<file path="src/rtl/dsp_mac_pipe_pkg.sv">
// dsp_mac_pipe_pkg
// Shared constants for the pre-adder / multiplier / post-adder MAC pipeline.
//   PIPE_LATENCY : enabled clock edges from sampling a beat to seeing it on P
//   OP_*         : bit positions inside the 3-bit opmode field
package dsp_mac_pipe_pkg;

  localparam int PIPE_LATENCY = 4;
  localparam int OPMODE_W     = 3;

  // opmode[OP_PRE_SUB]  : 1 -> D-B, 0 -> D+B
  // opmode[OP_POST_SUB] : 1 -> Z-M, 0 -> Z+M
  // opmode[OP_ACC]      : 1 -> Z=P, 0 -> Z=C
  localparam int OP_PRE_SUB  = 0;
  localparam int OP_POST_SUB = 1;
  localparam int OP_ACC      = 2;

endpackage

</file>
<file path="src/rtl/dsp_post_adder.sv">
// dsp_post_adder
// Combinational post-adder for the final MAC stage: Z +/- M evaluated one bit
// wider than P so overflow can be detected, then either wrapped or clamped.
// Ports:
//   z_i   : P_WIDTH signed, accumulator / C operand
//   m_i   : P_WIDTH signed, sign-extended product
//   sub_i : 1 -> Z-M, 0 -> Z+M
//   p_o   : P_WIDTH signed result (wrapped or saturated)
//   ovf_o : result did not fit in P_WIDTH bits
module dsp_post_adder
  import dsp_mac_pipe_pkg::*;
#(
  parameter int P_WIDTH  = 48,
  parameter bit SATURATE = 1'b0
) (
  input  logic signed [P_WIDTH-1:0] z_i,
  input  logic signed [P_WIDTH-1:0] m_i,
  input  logic                      sub_i,
  output logic signed [P_WIDTH-1:0] p_o,
  output logic                      ovf_o
);

  localparam logic [P_WIDTH-1:0] P_MAX = {1'b0, {(P_WIDTH-1){1'b1}}};
  localparam logic [P_WIDTH-1:0] P_MIN = {1'b1, {(P_WIDTH-1){1'b0}}};

  logic [P_WIDTH:0] z_ext;
  logic [P_WIDTH:0] m_ext;
  logic [P_WIDTH:0] sum;

  assign z_ext = {z_i[P_WIDTH-1], z_i};
  assign m_ext = {m_i[P_WIDTH-1], m_i};
  assign sum   = sub_i ? (z_ext - m_ext) : (z_ext + m_ext);

  // The extra top bit is the true sign; disagreement with the P sign bit
  // means the exact result is outside the P_WIDTH range.
  assign ovf_o = sum[P_WIDTH] ^ sum[P_WIDTH-1];

  generate
    if (SATURATE) begin : g_sat
      always_comb begin
        p_o = sum[P_WIDTH-1:0];
        if (ovf_o) begin
          p_o = sum[P_WIDTH] ? P_MIN : P_MAX;
        end
      end
    end else begin : g_wrap
      assign p_o = sum[P_WIDTH-1:0];
    end
  endgenerate

endmodule

</file>
<file path="src/rtl/dsp_mac_pipe.sv">
// dsp_mac_pipe
// Four-stage pre-add / multiply / post-add MAC: P = Z +/- A*(D +/- B),
// with Z either C or the current P (accumulate). Opmode and valid travel
// with their beat, so every beat carries its own mode.
// Ports:
//   clk, rst   : clock, synchronous active-high reset
//   ce         : clock enable for every register (valid bits included)
//   in_valid   : current A/B/C/D/opmode beat is valid
//   opmode     : [0] pre_sub, [1] post_sub, [2] acc
//   A          : A_WIDTH signed multiplicand
//   B, D       : BD_WIDTH signed pre-adder operands
//   C          : P_WIDTH signed post-adder operand
//   P          : P_WIDTH signed registered result
//   out_valid  : P holds the result of a valid beat
//   ovf        : post-adder overflow on the beat shown on P
module dsp_mac_pipe
  import dsp_mac_pipe_pkg::*;
#(
  parameter int A_WIDTH  = 18,
  parameter int BD_WIDTH = 18,
  parameter int P_WIDTH  = 48,
  parameter bit SATURATE = 1'b0
) (
  input  logic                       clk,
  input  logic                       rst,
  input  logic                       ce,
  input  logic                       in_valid,
  input  logic [OPMODE_W-1:0]        opmode,
  input  logic signed [A_WIDTH-1:0]  A,
  input  logic signed [BD_WIDTH-1:0] B,
  input  logic signed [BD_WIDTH-1:0] D,
  input  logic signed [P_WIDTH-1:0]  C,
  output logic signed [P_WIDTH-1:0]  P,
  output logic                       out_valid,
  output logic                       ovf
);

  localparam int PA_W = BD_WIDTH + 1;
  localparam int M_W  = A_WIDTH + BD_WIDTH + 1;

  generate
    if (P_WIDTH < M_W) begin : g_width_check
      $error("dsp_mac_pipe: P_WIDTH must be at least A_WIDTH+BD_WIDTH+1");
    end
  endgenerate

  // Stage 1: input registers
  logic signed [A_WIDTH-1:0]  a_s1_q;
  logic signed [BD_WIDTH-1:0] b_s1_q;
  logic signed [BD_WIDTH-1:0] d_s1_q;
  logic signed [P_WIDTH-1:0]  c_s1_q;
  logic [OPMODE_W-1:0]        op_s1_q;
  logic                       v_s1_q;

  // Stage 2: pre-adder result
  logic signed [A_WIDTH-1:0]  a_s2_q;
  logic signed [PA_W-1:0]     pa_s2_q;
  logic signed [P_WIDTH-1:0]  c_s2_q;
  logic [OPMODE_W-1:0]        op_s2_q;
  logic                       v_s2_q;
  logic signed [PA_W-1:0]     pa_d;

  // Stage 3: product
  logic signed [M_W-1:0]      m_s3_q;
  logic signed [P_WIDTH-1:0]  c_s3_q;
  logic [OPMODE_W-1:0]        op_s3_q;
  logic                       v_s3_q;
  logic signed [M_W-1:0]      m_d;

  // Stage 4: result registers
  logic signed [P_WIDTH-1:0]  p_q;
  logic                       ovf_q;
  logic                       out_valid_q;
  logic signed [P_WIDTH-1:0]  p_d;
  logic                       ovf_d;
  logic signed [P_WIDTH-1:0]  z_d;
  logic signed [P_WIDTH-1:0]  m_ext_d;

  // Exact pre-add: both operands sign-extended by one bit first.
  assign pa_d = op_s1_q[OP_PRE_SUB] ? (PA_W'(d_s1_q) - PA_W'(b_s1_q))
                                    : (PA_W'(d_s1_q) + PA_W'(b_s1_q));

  // Exact product: A*PA always fits in M_W bits.
  assign m_d = M_W'(a_s2_q) * M_W'(pa_s2_q);

  // Accumulate feeds back the live P register. Back-to-back accumulating
  // beats see the previous beat's result because P updates every edge
  // that stage 4 holds a valid beat.
  assign z_d     = op_s3_q[OP_ACC] ? p_q : c_s3_q;
  assign m_ext_d = P_WIDTH'(m_s3_q);

  dsp_post_adder #(
    .P_WIDTH  (P_WIDTH),
    .SATURATE (SATURATE)
  ) u_post_adder (
    .z_i   (z_d),
    .m_i   (m_ext_d),
    .sub_i (op_s3_q[OP_POST_SUB]),
    .p_o   (p_d),
    .ovf_o (ovf_d)
  );

  always_ff @(posedge clk) begin
    if (rst) begin
      a_s1_q      <= '0;
      b_s1_q      <= '0;
      d_s1_q      <= '0;
      c_s1_q      <= '0;
      op_s1_q     <= '0;
      v_s1_q      <= 1'b0;
      a_s2_q      <= '0;
      pa_s2_q     <= '0;
      c_s2_q      <= '0;
      op_s2_q     <= '0;
      v_s2_q      <= 1'b0;
      m_s3_q      <= '0;
      c_s3_q      <= '0;
      op_s3_q     <= '0;
      v_s3_q      <= 1'b0;
      p_q         <= '0;
      ovf_q       <= 1'b0;
      out_valid_q <= 1'b0;
    end else if (ce) begin
      a_s1_q  <= A;
      b_s1_q  <= B;
      d_s1_q  <= D;
      c_s1_q  <= C;
      op_s1_q <= opmode;
      v_s1_q  <= in_valid;

      a_s2_q  <= a_s1_q;
      pa_s2_q <= pa_d;
      c_s2_q  <= c_s1_q;
      op_s2_q <= op_s1_q;
      v_s2_q  <= v_s1_q;

      m_s3_q  <= m_d;
      c_s3_q  <= c_s2_q;
      op_s3_q <= op_s2_q;
      v_s3_q  <= v_s2_q;

      // Bubbles leave P and ovf untouched so an accumulation in progress
      // resumes from the same value after the gap.
      if (v_s3_q) begin
        p_q         <= p_d;
        ovf_q       <= ovf_d;
        out_valid_q <= 1'b1;
      end else begin
        out_valid_q <= 1'b0;
      end
    end
  end

  assign P         = p_q;
  assign ovf       = ovf_q;
  assign out_valid = out_valid_q;

endmodule
</file>
<file path="config.mk">
export PLATFORM = sky130hd
export DESIGN_NAME = dsp_mac_pipe
export DESIGN_NICKNAME = d
export VERILOG_FILES = /design/src/rtl/dsp_mac_pipe_pkg.sv /design/src/rtl/dsp_post_adder.sv /design/src/rtl/dsp_mac_pipe.sv
export SDC_FILE = /design/constraint.sdc
export NUM_CORES = 2
export LEC_CHECK = 0
export ABC_AREA = 1
export BUFFER_PORTS_ARGS = -buffer_cell sky130_fd_sc_hd__buf_2
export CAP_MARGIN = 5
export CORE_UTILIZATION = 30
export DETAILED_ROUTE_END_ITERATION = 16
export PLACE_DENSITY_LB_ADDON = 0.15
export SLEW_MARGIN = 20
export SYNTH_ARGS = -nofsm -noshare
export SYNTH_HDL_FRONTEND = slang
export SYNTH_SLANG_ARGS = --single-unit
export TNS_END_PERCENT = 20
</file>
<file path="constraint.sdc">
create_clock -name clk -period 7.8 [get_ports clk]
set_clock_uncertainty 0.2 [all_clocks]
set_input_delay 1.56 -clock clk [delete_from_list [all_inputs] [get_ports clk]]
set_output_delay 1.56 -clock clk [all_outputs]
set_load 0.02 [all_outputs]
</file>
* Word-level counts from Yosys, hierarchy flattened
Index checks and enable logic that the tools add are counted.
** Cells by class
- Add/subtract/negate cells :: 4
- $mul :: 1
- Muxes and demuxes :: 4
- Bitwise logic cells :: 1
- Reductions and logical operators :: 1
** Operators by type and width (number)
- 48-bit by 37-bit adder with 49-bit output :: 1
- 49-bit two-way mux :: 1
- 48-bit by 37-bit subtractor with 49-bit output :: 1
- 48-bit two-way mux :: 1
- 18-bit by 19-bit multiplier with 37-bit output :: 1
- 18-bit by 18-bit adder with 19-bit output :: 1
- 19-bit two-way mux :: 1
- 18-bit by 18-bit subtractor with 19-bit output :: 1
- 2-bit AND reduction :: 1
- 1-bit two-way mux :: 1
- 1-bit XOR :: 1
** Storage, ports and cells
- Register bits :: 334
- Input port bits :: 109
- Output and inout bits :: 50
- Logic and storage cells :: 29

* Longest topological paths before layout
- Depth in word-level cells :: 4
- Mapped depth :: 31
- Mapped depth without buffers :: 29

* By module
A second synthesis with hierarchy kept.
** Second synthesis, totals
- Cells, all modules :: 4729
- Area, all modules :: 32389.8 um^2
** By module, submodules not included
- dsp_mac_pipe :: times used 1, cells an instance 3701, area an instance 27168.6 um^2, seq. area each 6646.4 um^2
- dsp_post_adder :: times used 1, cells an instance 1028, area an instance 5221.3 um^2, seq. area each 0.0 um^2

* Least setup slack after synthesis
OpenSTA, ideal clock, no wires.
- Path kind :: register to register
- Start :: reg pa_s2_q[18]
- End :: reg m_s3_q[36]
- Library setup time :: 0.070 ns
- Data arrival time :: 5.702 ns
- Data required time :: 7.530 ns
- Path slack :: 1.828 ns
- Stages on the path, launching flop included :: 22
- Buffers on the path :: 2
- Clock period less this slack :: 5.972 ns
- Cells stage by stage :: dfxtp_1 > clkbuf_1 > clkbuf_1 > nand2_1 > fa_1 > inv_1 > fa_1 > fa_1 > fa_1 > inv_1 > fa_1 > fa_1 > inv_1 > ha_1 > inv_1 > nor3_1 > nand2_1 > o311ai_0 > a21oi_1 > nand2_1 > or2_0 > a21oi_1
** Between the ends
- Cells in the longest elaborated chain, start to end :: 1
** RTL lines
- from (decl) :: RTL line dsp_mac_pipe.sv:57 : logic signed [PA_W-1:0] pa_s2_q;
- from (signal assigned) :: RTL line dsp_mac_pipe.sv:132 : pa_s2_q <= pa_d;
- 18-bit by 19-bit multiplier with 37-bit output :: RTL line dsp_mac_pipe.sv:84 : assign m_d = M_W'(a_s2_q) * M_W'(pa_s2_q);
- to (signal assigned) :: RTL line dsp_mac_pipe.sv:137 : m_s3_q <= m_d;
- to (decl) :: RTL line dsp_mac_pipe.sv:64 : logic signed [M_W-1:0] m_s3_q;
No other way between the ends.
A chain may end at the register's enable or synchronous reset.

* Worst setup path after layout
- Start :: reg a_s2_q[0]
- End :: reg m_s3_q[33]
** Between the ends
- Cells in the longest elaborated chain, start to end :: 1
** RTL lines
- from (decl) :: RTL line dsp_mac_pipe.sv:56 : logic signed [A_WIDTH-1:0] a_s2_q;
- from (signal assigned) :: RTL line dsp_mac_pipe.sv:131 : a_s2_q <= a_s1_q;
- 18-bit by 19-bit multiplier with 37-bit output :: RTL line dsp_mac_pipe.sv:84
No other way between the ends.

==> results.md <==
- Final period util: 86.3%
- Root Buffer Master: clkbuf_16
- Fin crit period: 6.73 ns
- Initial antenna violation count: 1
- Area delta synth->final: 11.3%
- Setup WS pre-CTS: 1.11 ns
- Worst-path clk slew: 0.06 ns
- Site row count: 118
- DR vias: 26700
- Netlist cell types: 54
- Initial core utilization: 30.3%
- Drt drc: 0
- Synthesized flop and latch total: 332
- Tot GR Track Use: 18.8%
- Hold_buf cts: 0
- Count leader, synth: inv_1
- Horiz. Die Dim: 326 um
- Slowest-stage cell, CP: dfxtp_1
- CTS tree: yes
- Fill cells: 11400
- Mapped cell area: 0.0315 mm^2
- Die ar.: 0.106 mm^2
- Hold Path Sink: c_s3_q[34]
- RR Endpoint: m_s3_q[33]
- H-tree levels: 2
- Post-DP HPWL: 78.5 mm
- Post-Syn Nets: 5090
- Worst endpoint required time: 8.07 ns
- Total CTS buffers: 41
- CP startpoint kind: flip-flop
- Critical Path AT: 7.00 ns
- YS warnings: 0
- Leakage: 18.8 nW
- Post-cts resize count: 0
- I/O Buffers: 158
- Fmax: 149 MHz
- Bufs and invs on worst path: 9
- Final wirelength: 98.5 mm
- RSZ-0062 raised after global routing: false
- Final setup margin: 1.07 ns
- Worst rel slew slack: 29.8%
- Reg2reg path depth: 25
- Prevailing post-synth register cell: dfxtp_1
- Post-route ant nets: 0
- Vias in the first global route: 28100
- Outcome: finished, final reports clean
- Overflow after GRT: 0
- Worst vdd ir: 0.000178 V
- # setup viols final: 0
- Reg-to-Reg Start: a_s2_q[0]
- Ant diodes: 0
- CP Capture Type: flip-flop
- Max_cap viols: 0
- CP delay by family, top: adder cells
- Final Hold Fails: 0
- WL/cell: 16.6 um
- Post-CTS Setup Repair Bufs: 0
- Iter 0 DRT Violations: 1527
- Final nets: 5139
- Sink Count: 332
- CTS Buffer Depth: 3
- Post-DR vias/cell: 4.51
- Worst path most repeated cell: inv_1
- First-pass GRT wire length: 158 mm
- Post-synthesis sequential area ratio: 21.1%
- Post-Syn Instances: 4471
- Gpl congestion: 0.912
- Synth async-reset ratio: 0%
- Cell taking the most area after synthesis: fa_1
- Final setup TNS: 0 ns
- Core area: 0.104 mm^2
- Hold path startpoint: c_s3_q[34]
- Die Y: 326 um
- Cell area power density: 237 mW/mm^2
- Tightest Pin Transition: 1.05 ns
- # IOs: 159
- Crit Path Max Fanout: 20
- Share of cells above drive strength 1: 7.58%
- Max-slew violations: 0
- R2r setup slk: 1.07 ns
- Worst Hold Class: flip-flop to flip-flop
- Worst skew pair latency: 0.59 ns
- CP peak stage delay: 0.82 ns
- List of most frequent post-synthesis cells: inv_1, nand2_1, nor2_1
- WS Path Type: flip-flop to flip-flop
- Largest cells by area after synthesis: fa_1, dfxtp_1, inv_1
- Syn Area/Cell: 7.04 um^2
- Hold-critical path depth: 2
- Drt pass-1 iters: 5
- Area share of the largest cell type after synthesis: 22.1%
- Number of synthesized flops with an enable pin: 0
- Pin count of the biggest net entering global routing: 150
## how the worst max path moves through the flow
stage	endpoint	slack, ns	startpoint	cells past startpoint
3_3_place_gp	m_s3_q[33]	1.14	a_s2_q[0]	25
6_report	m_s3_q[33]	1.07	a_s2_q[0]	25
2_1_floorplan	m_s3_q[36]	1.83	pa_s2_q[18]	21
4_1_cts	m_s3_q[33]	1.08	a_s2_q[0]	24
3_5_place_dp	m_s3_q[33]	1.11	a_s2_q[0]	24
5_1_grt	m_s3_q[33]	0.52	a_s2_q[0]	25
## metrics by stage
stage / area (um^2) / hold slack [ns] / cells / util [%] / power, mW
floorplan: 31500 / 0.229 / 4471 / - / 5.00
global placement: 33600 / 0.244 / 5857 / 32.3 / 6.32
detailed placement: 33600 / 0.252 / 5857 / 32.3 / 6.31
CTS: 35000 / 0.262 / 5932 / 33.7 / 8.42
global route: 35000 / 0.278 / 5932 / 33.7 / 9.06
finish: 35000 / 0.256 / 5932 / 33.7 / 8.31
## area by class of cell
class,count,area (um^2),share of cell area [%]
tap,1380,1730,4.93
sequential,332,6650,19.0
multi-input combinational,2985,20400,58.4
clock inverter,21,310,0.886
inverter,954,3590,10.3
timing repair buffer,206,1160,3.31
clock buffer,54,1120,3.21
## state kept, by name, indices dropped and copies added, names as in the netlist
signal and flops:
op_s3_q 2, c_s1_q 48, m_s3_q 37, pa_s2_q 19, op_s2_q 2, b_s1_q 18
d_s1_q 18, v_s1_q 1, v_s2_q 1, c_s3_q 48, v_s3_q 1, op_s1_q 3
c_s2_q 48, P 48, a_s2_q 18, out_valid 1, a_s1_q 18, ovf 1
## cell families (layout without fill, tap and decap cells)
| family | Yosys count | in the layout | synth area share [%] |
|---|---|---|---|
| simple gates | 1642 | 1642 | 20.9 |
| buf+inv | 1154 | 1235 | 13.9 |
| compound gates | 719 | 719 | 12.4 |
| fa+ha+maj | 510 | 510 | 28.6 |
| flops | 332 | 332 | 21.1 |
| xor+xnor | 112 | 112 | 3.12 |
| mux | 2 | 2 | 0.0676 |
## worst min-delay path: cells and delay by family (launching register included)
kind                   cells  cell delay (ns)
buffers and inverters      1             0.06
AO/OA/AOI/OAI              1             0.06
flip-flops                 1             0.29
## power by group
group          switching, mW  internal [mW]
Sequential             0.205           1.86
Clock                  0.852           1.20
Combinational           2.76           1.43
## cell usage in the layout, fill, tap and decap left out, types with 17 or more instances in the layout
| cell | n |
|---|---|
| a21oi_1 | 243 |
| buf_2 | 157 |
| buf_4 | 48 |
| clkbuf_16 | 41 |
| dfxtp_1 | 331 |
| fa_1 | 347 |
| ha_1 | 163 |
| inv_1 | 940 |
| nand2_1 | 739 |
| nand3_1 | 91 |
| nand4_1 | 25 |
| nor2_1 | 713 |
| o21ai_0 | 366 |
| o21ai_1 | 20 |
| o21bai_1 | 17 |
| xnor2_1 | 36 |
| xor2_1 | 76 |
## routing by layer
layer	global-route usage, %	part of all wire [%]
met5	0	0
met4	4.90	2.7
met3	1.99	3.1
met2	32.5	47
met1	24.9	47
Note: power is estimated with default switching activity, not from simulation.
